### src/rtl/fp_pkg.sv
// rtl/fp_pkg.sv - shared bfloat16 types and adder latency
// Purpose: types and constants shared by the adder, the arbiter and the bench.
//   bf16_t     : 1-8-7 bfloat16 word
//   fp_flags_t : {underflow, overflow, inexact}
//   FP_ADD_LAT : pipeline depth of fp_add
package fp_pkg;
  typedef logic [15:0] bf16_t;

  typedef struct packed {
    logic underflow;
    logic overflow;
    logic inexact;
  } fp_flags_t;

  localparam int FP_ADD_LAT = 2;
endpackage

### src/rtl/fp_add.sv
// rtl/fp_add.sv - pipelined bfloat16 adder, round-to-nearest-even
// Purpose: sum = opA + opB after LAT register stages. Subnormal inputs and
//   results flush to zero; overflow saturates to signed infinity.
// Ports:
//   clk, reset                   : clock, asynchronous active-high reset
//   opA, opB                     : bf16 operands
//   sum                          : bf16 result, LAT cycles after operands
//   underflow, overflow, inexact : flags aligned with sum
module fp_add
  import fp_pkg::*;
#(
  parameter int LAT = FP_ADD_LAT
) (
  input  logic  clk,
  input  logic  reset,
  input  bf16_t opA,
  input  bf16_t opB,
  output bf16_t sum,
  output logic  underflow,
  output logic  overflow,
  output logic  inexact
);
  bf16_t       w_a, w_b, w_res;
  logic [7:0]  w_ea, w_eb, w_d;
  logic [17:0] w_mx, w_my, w_bext, w_n;
  logic [18:0] w_s;
  logic        w_sub, w_stk, w_g, w_rest, w_up;
  logic [8:0]  w_m9;
  logic [4:0]  w_lz;
  int          w_e;
  fp_flags_t   w_fl;

  bf16_t       r_sum [LAT];
  fp_flags_t   r_fl  [LAT];

  always_comb begin
    // Order by magnitude so the exponent difference is non-negative.
    if (opB[14:0] > opA[14:0]) begin
      w_a = opB;
      w_b = opA;
    end else begin
      w_a = opA;
      w_b = opB;
    end
    w_ea   = w_a[14:7];
    w_eb   = w_b[14:7];
    w_d    = w_ea - w_eb;
    w_sub  = w_a[15] ^ w_b[15];
    // 8-bit significand followed by 10 guard bits.
    w_mx   = (w_ea == 8'd0) ? '0 : {1'b1, w_a[6:0], 10'd0};
    w_bext = (w_eb == 8'd0) ? '0 : {1'b1, w_b[6:0], 10'd0};
    if (w_d > 8'd17) begin
      w_my  = '0;
      w_stk = |w_bext;
    end else begin
      w_my  = w_bext >> w_d;
      w_stk = |(w_bext & ~(18'h3FFFF << w_d));
    end
    // Bits shifted out are folded into the lowest bit as a sticky.
    w_my[0] = w_my[0] | w_stk;
    w_s = w_sub ? ({1'b0, w_mx} - {1'b0, w_my}) : ({1'b0, w_mx} + {1'b0, w_my});

    w_lz = '0;
    for (int k = 0; k < 18; k++) begin
      if (w_s[k]) w_lz = 5'(17 - k);
    end
    if (w_s[18]) begin
      w_n = w_s[18:1] | {17'd0, w_s[0]};
      w_e = int'(w_ea) + 1;
    end else begin
      w_n = w_s[17:0] << w_lz;
      w_e = int'(w_ea) - int'(w_lz);
    end

    w_g    = w_n[9];
    w_rest = |w_n[8:0];
    w_up   = w_g & (w_rest | w_n[10]);
    w_m9   = {1'b0, w_n[17:10]} + {8'd0, w_up};
    if (w_m9[8]) w_e = w_e + 1;

    w_fl         = '0;
    w_fl.inexact = w_g | w_rest;
    w_res = {w_a[15], 8'(w_e), (w_m9[8] ? w_m9[7:1] : w_m9[6:0])};

    if (w_ea == 8'hFF) begin
      // Inf/NaN operand: inf - inf gives the canonical quiet NaN.
      w_res = (w_eb == 8'hFF && w_sub) ? 16'h7FC0 : w_a;
      w_fl  = '0;
    end else if (w_s == '0) begin
      w_res = '0;
      w_fl  = '0;
    end else if (w_e >= 255) begin
      w_res         = {w_a[15], 8'hFF, 7'd0};
      w_fl.overflow = 1'b1;
      w_fl.inexact  = 1'b1;
    end else if (w_e <= 0) begin
      w_res          = {w_a[15], 15'd0};
      w_fl.underflow = 1'b1;
      w_fl.inexact   = 1'b1;
    end
  end

  always_ff @(posedge clk or posedge reset) begin
    if (reset) begin
      for (int k = 0; k < LAT; k++) begin
        r_sum[k] <= '0;
        r_fl[k]  <= '0;
      end
    end else begin
      r_sum[0] <= w_res;
      r_fl[0]  <= w_fl;
      for (int k = 1; k < LAT; k++) begin
        r_sum[k] <= r_sum[k-1];
        r_fl[k]  <= r_fl[k-1];
      end
    end
  end

  assign sum = r_sum[LAT-1];
  assign {underflow, overflow, inexact} = r_fl[LAT-1];
endmodule

### src/rtl/rr_arbiter.sv
// rtl/rr_arbiter.sv - round-robin arbiter with advance-on-grant pointer
// Purpose: one-hot grant to the first requester at or after the pointer.
// Ports:
//   clk, reset : clock, asynchronous active-high reset
//   req        : [N] request vector
//   advance    : move pointer past the current winner at the next edge
//   grant      : [N] one-hot (or zero) combinational grant
module rr_arbiter #(
  parameter int N = 4
) (
  input  logic         clk,
  input  logic         reset,
  input  logic [N-1:0] req,
  input  logic         advance,
  output logic [N-1:0] grant
);
  localparam int PW = (N > 1) ? $clog2(N) : 1;

  logic [PW-1:0] r_ptr;
  logic [PW-1:0] w_idx;
  logic [PW-1:0] w_j;
  logic          w_found;

  // Walk ptr, ptr+1, ... (mod N); the first asserted request wins.
  always_comb begin
    grant   = '0;
    w_idx   = '0;
    w_j     = '0;
    w_found = 1'b0;
    for (int k = 0; k < N; k++) begin
      w_j = PW'((int'(r_ptr) + k) % N);
      if (!w_found && req[w_j]) begin
        w_found  = 1'b1;
        w_idx    = w_j;
        grant[w_j] = 1'b1;
      end
    end
  end

  always_ff @(posedge clk or posedge reset) begin
    if (reset) begin
      r_ptr <= '0;
    end else if (advance) begin
      r_ptr <= (w_idx == PW'(N - 1)) ? '0 : w_idx + 1'b1;
    end
  end
endmodule

### src/rtl/fp_add_arbiter.sv
// rtl/fp_add_arbiter.sv - round-robin sharing of one pipelined bf16 adder
// Purpose: grant one requester per cycle, tag the issue, steer the result
//   back into that requester's response slot ADD_LAT+1 cycles later.
// Ports:
//   clk, reset                  : clock, asynchronous active-high reset
//   req_valid/req_ready         : [N_REQ] request handshake (ready is comb.)
//   req_opA/req_opB/req_sub     : operands, req_sub=1 computes A-B
//   rsp_valid/rsp_ready         : [N_REQ] response handshake
//   rsp_sum/rsp_flags           : held result and {underflow,overflow,inexact}
//   busy                        : any requester has an operation pending
module fp_add_arbiter
  import fp_pkg::*;
#(
  parameter int N_REQ   = 4,
  parameter int ADD_LAT = FP_ADD_LAT,
  parameter int TAG_W   = $clog2(N_REQ)
) (
  input  logic                   clk,
  input  logic                   reset,
  input  logic [N_REQ-1:0]       req_valid,
  output logic [N_REQ-1:0]       req_ready,
  input  logic [N_REQ-1:0][15:0] req_opA,
  input  logic [N_REQ-1:0][15:0] req_opB,
  input  logic [N_REQ-1:0]       req_sub,
  output logic [N_REQ-1:0]       rsp_valid,
  input  logic [N_REQ-1:0]       rsp_ready,
  output logic [N_REQ-1:0][15:0] rsp_sum,
  output logic [N_REQ-1:0][2:0]  rsp_flags,
  output logic                   busy
);
  logic [N_REQ-1:0]       w_elig, w_grant, w_rsp_hs, w_pend_nxt;
  logic [N_REQ-1:0]       r_pend, r_rsp_valid;
  logic [N_REQ-1:0][15:0] r_rsp_sum;
  logic [N_REQ-1:0][2:0]  r_rsp_flags;
  logic                   r_busy, w_any;
  logic [TAG_W-1:0]       w_gidx;
  bf16_t                  w_opA, w_opB, w_sum;
  logic                   w_unf, w_ovf, w_inx;
  logic [ADD_LAT-1:0]     r_tag_v;
  logic [TAG_W-1:0]       r_tag [ADD_LAT];

  // A slot being emptied this cycle may immediately take a new request.
  assign w_elig = req_valid & (~r_pend | (r_rsp_valid & rsp_ready));

  rr_arbiter #(.N(N_REQ)) u_arb (
    .clk     (clk),
    .reset   (reset),
    .req     (w_elig),
    .advance (w_any),
    .grant   (w_grant)
  );

  assign req_ready  = w_grant & {N_REQ{~reset}};
  assign w_any      = |req_ready;
  assign w_rsp_hs   = r_rsp_valid & rsp_ready;
  // Re-issue in the response cycle keeps pend set.
  assign w_pend_nxt = req_ready | (r_pend & ~w_rsp_hs);

  always_comb begin
    w_opA  = '0;
    w_opB  = '0;
    w_gidx = '0;
    for (int i = 0; i < N_REQ; i++) begin
      if (req_ready[i]) begin
        w_opA  = req_opA[i];
        w_opB  = req_opB[i] ^ {req_sub[i], 15'd0};
        w_gidx = TAG_W'(i);
      end
    end
  end

  fp_add #(.LAT(ADD_LAT)) u_add (
    .clk       (clk),
    .reset     (reset),
    .opA       (w_opA),
    .opB       (w_opB),
    .sum       (w_sum),
    .underflow (w_unf),
    .overflow  (w_ovf),
    .inexact   (w_inx)
  );

  // Tag pipe runs in lockstep with the adder stages.
  always_ff @(posedge clk or posedge reset) begin
    if (reset) begin
      r_tag_v <= '0;
      for (int k = 0; k < ADD_LAT; k++) r_tag[k] <= '0;
    end else begin
      r_tag_v[0] <= w_any;
      r_tag[0]   <= w_gidx;
      for (int k = 1; k < ADD_LAT; k++) begin
        r_tag_v[k] <= r_tag_v[k-1];
        r_tag[k]   <= r_tag[k-1];
      end
    end
  end

  always_ff @(posedge clk or posedge reset) begin
    if (reset) begin
      r_pend      <= '0;
      r_busy      <= 1'b0;
      r_rsp_valid <= '0;
      r_rsp_sum   <= '0;
      r_rsp_flags <= '0;
    end else begin
      r_pend <= w_pend_nxt;
      r_busy <= |w_pend_nxt;
      for (int i = 0; i < N_REQ; i++) begin
        // pend guarantees the target slot is empty at writeback.
        if (r_tag_v[ADD_LAT-1] && r_tag[ADD_LAT-1] == TAG_W'(i)) begin
          r_rsp_valid[i] <= 1'b1;
          r_rsp_sum[i]   <= w_sum;
          r_rsp_flags[i] <= {w_unf, w_ovf, w_inx};
        end else if (rsp_ready[i]) begin
          r_rsp_valid[i] <= 1'b0;
        end
      end
    end
  end

  assign rsp_valid = r_rsp_valid;
  assign rsp_sum   = r_rsp_sum;
  assign rsp_flags = r_rsp_flags;
  assign busy      = r_busy;
endmodule

### config.mk
export PLATFORM = sky130hd
export DESIGN_NAME = fp_add_arbiter
export DESIGN_NICKNAME = d
export VERILOG_FILES = /design/src/rtl/fp_pkg.sv /design/src/rtl/fp_add.sv /design/src/rtl/rr_arbiter.sv /design/src/rtl/fp_add_arbiter.sv
export SDC_FILE = /design/constraint.sdc
export NUM_CORES = 1
export LEC_CHECK = 0
export BUFFER_PORTS_ARGS = -buffer_cell sky130_fd_sc_hd__buf_2
export CORE_AREA = 2 2 185 187
export DETAILED_ROUTE_END_ITERATION = 10
export DIE_AREA = 0 0 187 189
export GPL_TIMING_DRIVEN = 1
export HOLD_SLACK_MARGIN = 0.03
export PLACE_DENSITY = 0.61
export SYNTH_ARGS = -nofsm -noshare
export SYNTH_HDL_FRONTEND = slang
export SYNTH_SLANG_ARGS = --single-unit
### constraint.sdc
create_clock -name clk -period 14.7 [get_ports clk]
set_input_delay 0.735 -clock clk [delete_from_list [all_inputs] [get_ports clk]]
set_output_delay 0.735 -clock clk [all_outputs]
set_load 0.02 [all_outputs]
## Word-level counts from Yosys, hierarchy flattened

Index checks and enable logic that the tools add are counted.

- Flip-flop bits (word level): 131
- Output and inout bits: 85
- Input bits: 142

- Muxes and demuxes: 88
- $add $sub $neg: 11
- Bitwise gates (word level): 24
- Reduce and logical (&&, ||, !) cells: 28
- Eq/ne operators: 6
- Order comparisons: 12
- Shifts and indexed selects: 3

Operators with widths:

| cell | number |
|---|---|
| 16-bit 2-to-1 mux | 13 |
| 5-bit 2-to-1 mux | 18 |
| 18-bit 2-to-1 mux | 4 |
| 32-bit 2-to-1 mux | 2 |
| 16-bit XOR | 4 |
| 18-bit OR reduction | 2 |
| 32-bit by 2-bit adder with 32-bit output, second input constant | 1 |
| 32-bit by 9-bit greater-or-equal comparator with 1-bit output, second input constant | 1 |
| 32-bit by 1-bit less-or-equal comparator with 1-bit output, second input constant | 1 |
| 15-bit 2-to-1 mux | 2 |
| 1-bit 2-to-1 mux | 26 |
| 4-bit OR | 5 |
| 18-bit by 18-bit adder with 19-bit output | 1 |
| 19-bit zero test | 1 |
| 19-bit 2-to-1 mux | 1 |
| 18-bit by 18-bit subtractor with 19-bit output | 1 |
| 18-bit bitwise AND | 1 |
| 18-bit inverter | 1 |
| 18-bit by 1-bit OR with 18-bit output | 1 |
| 18-bit by 5-bit << shifter with 18-bit output | 1 |
| 18-bit by 8-bit << shifter with 18-bit output, first input constant | 1 |
| 18-bit by 8-bit right shift with 18-bit output | 1 |
| 4-bit bitwise AND | 4 |
| 8-bit == test, second input constant | 2 |
| other kinds (30) | 77 |

## Longest topological paths before layout

Gate-level depths: netlist of the first run.

- Depth after elaboration: 61
- Mapped depth: 77
- Depth with buffers taken out: 71

## Hierarchy

From an unflattened synthesis of the first run, not the netlist that was laid out.

- Cell total of the unflattened synthesis: 1646
- Area total of the unflattened synthesis: 13594.3 um^2

Modules (own cells, without submodules):

| module | area an instance (um^2) | cells each | times used |
|---|---|---|---|
| fp_add | 8434.3 | 1152 | 1 |
| fp_add_arbiter | 4628.2 | 436 | 1 |
| rr_arbiter | 531.8 | 58 | 1 |

## Least setup slack after synthesis of the first run

No wires, ideal clock.

- Kind: input port to flip-flop
- Start: input port reset
- End: register u_add.r_fl[3] (netlist name)
- Cell stages on the path: 66
- Setup time: 0.129 ns
- Arrival: 17.797 ns
- Path buffers: 6
- Required time: 14.571 ns
- Setup slack: -3.226 ns
- Cells stage by stage: clkbuf_1 -> inv_1 -> a32oi_1 -> inv_1 -> buf_2 -> nand2_1 -> o221ai_1 -> a2bb2oi_1 -> ha_1 -> a21o_1 -> a221o_1 -> a211oi_1 -> a31oi_1 -> clkbuf_1 -> a2111o_1 -> o22ai_1 -> inv_1 -> ha_1 -> (+30 left out) -> a21o_1 -> a21oi_1 -> nor2b_1 -> nor3_1 -> mux2i_1 -> xnor2_1 -> or4b_1 -> nor2_1 -> nand2_1 -> ha_1 -> or4b_2 -> nor4_1 -> nand4_1 -> nor2_1 -> o31a_1 -> a31o_4 -> nand2_1 -> o41a_1

RTL lines:

| element | RTL line | RTL |
|---|---|---|
| from (decl) | fp_add_arbiter.sv:19 | `input logic reset,` |
| to (signal, indexed assignment) | fp_add.sv:114 | `r_fl[k] <= r_fl[k-1];` |
| to (decl) | fp_add.sv:34 | `fp_flags_t r_fl [LAT];` |

==> impl_metrics.toml, run 1 <==
[detailed_routing]
route.met2.wl_mm = 25.1
wl_per_cell_um = 21.9
ant_nets = 0
top_layer = "met4"
viasPerCell = 6.22
vias = 15100
wl_met3_mm = 3.37
drt_iter0_markers = 1240
drc = 0
first_pass_iters = 5
routed_wl_mm = 53.1
wl_met1_mm = 23.4

[worst_setup_path]
r2r-start = "u_arb.r_ptr[1]"
worstPathArrival_ns = 14.45
r2r_cells = 67
criticalPathCategory = "reg2reg"
cp-startpoint = "u_arb.r_ptr[1]"
timing.rr.end = "u_add.r_fl[3]"
crit_path_end = "u_add.r_fl[3]"
path_common_cell = "inv_2"
crit_fanout = 7
slowest_stage = "or4_4"
endpoint_kind = "flop"
max_stage_delay_ns = 0.56
cp.required_ns = 14.99
cp-start-kind = "flop"
rrSetupSlack_ns = 0.53

[layout]
nNetsFinal = 2153
finalNonFillerCells = 2423
drive_above_1_share_pct = 35.5
layout_common_cells = "buf_2 (226), buf_4 (166), nand2_1 (165)"
finalCoreUtilization_pct = 51.9
area_delta_synth_final_pct = 27.9
final_common_cell = "buf_2"

[yosys]
ys_ff_latch = 131
ys_seq_area_share_pct = 24.3
synth-edff-count = 0
synth.avg_cell_area_um2 = 8.29
async_reset_ff_share_pct = 100
netlist_area_um2 = 13500
syn-instance-count = 1630
synth_ff_type = "dfrtp_1"
syn_nets = 1823
yosysUniqueCellTypes = 121
synth.yosys.warnings = 0

[clock_tree]
cts_root_buf = "clkbuf_16"
cts_tree = "yes"
cts.path.max_buffers = 2
clkLatencyLatePin_ns = 0.41
cts.htree.levels = 4
cts_buffers = 17
cts_num_sinks = 131
clk_pin_slew_ns = 0.06
holdBufCountCts = 0

[floorplanning]
ios = 227
dieHeight_um = 189
rows = 67
die_w_um = 187
coreArea_um2 = 33300
initial_core_util_pct = 40.6
dieArea_um2 = 35300

[sta]
setup_ws_ns = 0.533
max-slew-margin-rel_pct = 17.4
hold_viol = 0
tns_ns = 0
drv_slew = 0
period_share_pct = 96.4
finalSetupViolations = 0
fmax_mhz = 70.6
tightest_slew_ns = 1.24
fin_crit_ns = 14.17
fin_worst_skew_ns = 0.00904

[placed_design]
dp_hpwl_mm = 42.0
port_buffers = 226
dp.cells = 2359
pre_cts_ws_ns = -0.162
globalplace.congestion = 1.01

[min_path]
worst_hold_path_type = "reg2reg"

[status]
status = "finished clean"

[global_routing]
grt_pass1_vias = 13900
grt_max_degree = 79
antenna_found_initial = 1
grt_pass1_wl_mm = 81.1
grt_overflow_total = 0
groute.usage.overall_pct = 28.7

[flow_run]
cap_violations = 0
-- sequential cells by signal, summed over array words and instances (netlist names), 2 cells and up --
register	cells
r_pend	4
u_add.r_sum	16
rsp_valid	4
rsp_flags	12
u_add.sum	16
u_add.r_fl	3
r_tag_v	2
r_tag	4
u_arb.r_ptr	2
rsp_sum	64
-- per-layer routing --
metal  track usage [%]  vias to the layer above
li1                  -                     6967
met1              38.8                     7367
met2              48.5                      643
met3              3.95                       86
met4              7.39                        0
met5                 0                        -
-- stage by stage --
step                cell area [µm²]  hold slack [ns]
floorplan                     13900            0.331
global placement              16100            0.334
detailed placement            16100            0.335
CTS                           16700            0.343
global route                  17300            0.351
finish                        17300            0.342
-- critical path, delay by kind of cell (launching register included) --
family | cells | cell delay, ns
XOR/XNOR | 2 | 0.29
AO/OA/AOI/OAI | 23 | 5.58
flip-flops | 1 | 0.38
adder cells (fa/ha/maj) | 7 | 1.69
buffers and inverters | 9 | 0.89
multiplexers | 1 | 0.17
AND/OR/NAND/NOR | 25 | 5.01
-- cell type report --
type	instances	area [µm²]
Tap cell	448	561
Timing Repair Buffer	399	2470
Sequential cell	131	3280
Multi-Input combinational cell	1363	10200
Inverter	48	196
Clock buffer	20	457
Antenna cell	2	5.00
Fill cell	3163	16000
Clock inverter	12	82.6
-- cells by family after synthesis --
family	after synthesis	share of synthesized area, %
AO/OA/AOI/OAI	556	31.0
AND/OR/NAND/NOR	587	22.6
buffers and inverters	136	4.41
multiplexers	117	9.57
adder cells (fa/ha/maj)	51	4.78
flip-flops	131	24.3
XOR/XNOR	52	3.43
-- synth_stat cells, drive strengths merged (19+ instances only) --
| master | count | area, µm² |
|---|---|---|
| and3 | 19 | 119 |
| xnor2 | 31 | 279 |
| nor2 | 116 | 488 |
| a31oi | 25 | 169 |
| nand4 | 34 | 234 |
| nand3 | 58 | 290 |
| dfrtp | 131 | 3280 |
| xor2 | 21 | 184 |
| mux2i | 22 | 220 |
| ha | 50 | 626 |
| and2 | 21 | 131 |
| clkbuf | 52 | 195 |
| nand2 | 171 | 644 |
| mux2 | 95 | 1070 |
| o22ai | 23 | 144 |
| nor4 | 20 | 161 |
| a211oi | 39 | 308 |
| a21oi | 106 | 534 |
| buf | 36 | 218 |
| o211ai | 20 | 160 |
| o21ai | 88 | 440 |
| a21o | 26 | 195 |
| nor3 | 50 | 267 |
| inv | 46 | 175 |
-- timing repair --
item                                    in CTS  in global routing
setup buffers                                1                 29
gates resized for setup                      2                 77
pin swaps                                    1                 35
endpoints found under the setup margin       9                 18
-- worst min path at each step --
stage | cells past startpoint | slack (ns) | end | from
3_5_place_dp | 0 | 0.33 | u_add.sum[10] | u_add.r_sum[26]
2_1_floorplan | 0 | 0.33 | r_tag[0] | r_tag[2]
4_1_cts | 0 | 0.34 | u_add.sum[12] | u_add.r_sum[28]
6_report | 0 | 0.34 | u_add.sum[12] | u_add.r_sum[28]
3_3_place_gp | 0 | 0.33 | u_add.sum[1] | u_add.r_sum[17]
5_1_grt | 0 | 0.35 | u_add.sum[4] | u_add.r_sum[20]
Power of run 1 is not shown: default switching activity piles up to over one toggle a cycle in this logic, so the estimate is an artifact.
==> inputs of run 2 (changes only) <==
--- a/config.mk
+++ b/config.mk
@@ -6,12 +6,13 @@
 export NUM_CORES = 1
 export LEC_CHECK = 0
 export BUFFER_PORTS_ARGS = -buffer_cell sky130_fd_sc_hd__buf_2
-export CORE_AREA = 2 2 185 187
+export CORE_AREA = 2 2 186 188
 export DETAILED_ROUTE_END_ITERATION = 10
-export DIE_AREA = 0 0 187 189
+export DIE_AREA = 0 0 188 190
 export GPL_TIMING_DRIVEN = 1
 export HOLD_SLACK_MARGIN = 0.03
 export PLACE_DENSITY = 0.61
 export SYNTH_ARGS = -nofsm -noshare
 export SYNTH_HDL_FRONTEND = slang
+export SYNTH_HIERARCHICAL = 1
 export SYNTH_SLANG_ARGS = --single-unit
==> run 2 against run 1 <==
Compared with the run above: synthesized cell count grew 0.98%; clock skew is 0.0014 ns lower; largest cell class unchanged; utilization decreased by 2.5 points; critical path depth grew 1; highest routed layer unchanged.
==> impl_metrics.toml, run 2 <==
[yosys]
ys_ff_latch = 131
yosysUniqueCellTypes = 121
yosysMostFrequentCell = "nand2_1"
syn_nets = 1839
synth_top_area_share_pct = 24.1
netlist_area_um2 = 13600
syn-instance-count = 1646
synth_commonest_cells = "nand2_1 (154), dfrtp_1 (131), a21oi_1 (129), nor2_1 (119), o21ai_0 (90)"
synth_top_area_cell = "dfrtp_1"
synth-edff-count = 0
synth.area.top_cells = "dfrtp_1 (24%), mux2_2 (6.9%), a21oi_1 (4.7%)"
synth.avg_cell_area_um2 = 8.26
async_reset_ff_share_pct = 100
synth_ff_type = "dfrtp_1"
synth.yosys.warnings = 6
ys_seq_area_share_pct = 24.1

[sta]
tns_ns = 0
period_share_pct = 94.6
tightest_slew_ns = 1.11
fin_crit_ns = 13.91
max-slew-margin-rel_pct = 25.5
finalSetupViolations = 0
fmax_mhz = 71.9
drv_slew = 0
hold_viol = 0
fin_worst_skew_ns = 0.00763

[clock_tree]
cts.htree.levels = 4
clk_pin_slew_ns = 0.05
cts.path.max_buffers = 2
cts_root_buf = "clkbuf_16"
clkLatencyLatePin_ns = 0.40
holdBufCountCts = 0
cts_buffers = 17
cts_num_sinks = 131
cts_tree = "yes"

[detailed_routing]
first_pass_iters = 5
vias = 14500
ant_nets = 0
viasPerCell = 6.01
drt_iter0_markers = 1254
routed_wl_mm = 48.5
wl_per_cell_um = 20.1
drc = 0

[placed_design]
dp_hpwl_mm = 37.8
port_buffers = 226
globalplace.congestion = 0.946
dp.cells = 2346

[floorplanning]
initial_core_util_pct = 40.0
die_w_um = 188
ios = 227
coreArea_um2 = 33900
dieHeight_um = 190
rows = 68
dieArea_um2 = 35700

[layout]
area_delta_synth_final_pct = 23.6
finalNonFillerCells = 2406
nNetsFinal = 2132
drive_above_1_share_pct = 32.2
finalCoreUtilization_pct = 49.5
largest_register_ffs = 64
layout_common_cells = "buf_2 (226), nand2_1 (153), buf_4 (145)"
num_antenna_cells = 0
final_common_cell = "buf_2"

[worst_setup_path]
cp-start-kind = "input port"
path_common_cell = "nand2_1"
max_stage_delay_ns = 0.56
slowest_stage = "or4_4"
endpoint_kind = "flop"
cp.required_ns = 15.02
crit_fanout = 8
cp_num_buf_inv = 9
r2r-start = "rsp_valid[2]"
worst_path_dominant_cell_family = "simple AND/OR/NAND/NOR gates"
criticalPathCategory = "in2reg"
worstPathArrival_ns = 14.23
rrSetupSlack_ns = 0.79
cp-startpoint = "rsp_ready[3]"

[flow_run]
cap_violations = 0

[global_routing]
antenna_found_initial = 0
grt_overflow_total = 0
grt_max_degree = 84
groute.usage.overall_pct = 25.9
grt_pass1_vias = 13600
grt_pass1_wl_mm = 74.7

[status]
status = "finished clean"

[min_path]
worst_hold_path_type = "in2async"
## run 2: cell types whose count changed in the layout (fill, tap and decap cells not counted), moves of 12 or more
cell / change
o22ai_1: -15
a32o_1: +25
a211oi_1: -15
nand2_1: -12
nor2_1: +16
inv_1: +58
a21oi_1: +25
buf_4: -21
mux2i_1: +25
## run 2: final timing paths
path	end	cells past startpoint
hold reg to reg	u_add/sum[14]	0
max in group asynchronous	rsp_sum[9]	3
hold / removal	u_arb/r_ptr[0]	2
setup / recovery	u_add/r_sum[20]	68
setup reg to reg	u_add/r_sum[20]	67
min in group clk	u_add/sum[14]	0
## run 2: per-stage QoR
stage                     instance area, µm²  hold WS (ns)  worst slack [ns]
after detailed placement               15800         0.335           -0.0990
after global placement                 15800         0.333             0.309
after floorplan                        13800         0.331            0.0116
after CTS                              16400         0.283            0.0970
after global routing                   16800         0.290           -0.0200
final                                  16800         0.306             0.788
## run 2: routing by layer
metal	track usage (%)	share of wire, %
met1	35.5	45
met3	4.41	7.5
met2	41.6	45
met4	8.06	2.6
met5	0	0
## run 2: final cells by class
class                   count  area, µm²
multi-input cells        1322       9730
inverters                  93        359
repair buffers            374       2270
fillers                  3262      17100
clock inverters             9        104
well taps                 455        569
clock buffers              22        484
flip-flops and latches    131       3280
## run 2: timing repair
action	CTS	global route
gates resized for setup	0	45
setup endpoints to repair	0	18
buffers inserted	0	25
## run 2: cells by family (layout without fill, tap and decap cells)
family | after synthesis | in the layout | synth area share, %
AOI/OAI and AO/OA | 523 | 527 | 27.5
xor gates and xnor gates | 51 | 51 | 3.40
adders and majority gates | 51 | 51 | 4.75
buffers and inverters | 197 | 498 | 6.79
DFF | 131 | 131 | 24.1
muxes | 146 | 146 | 12.5
and+or+nand+nor | 547 | 547 | 21.0
Power of run 2 is left out for the same reason.
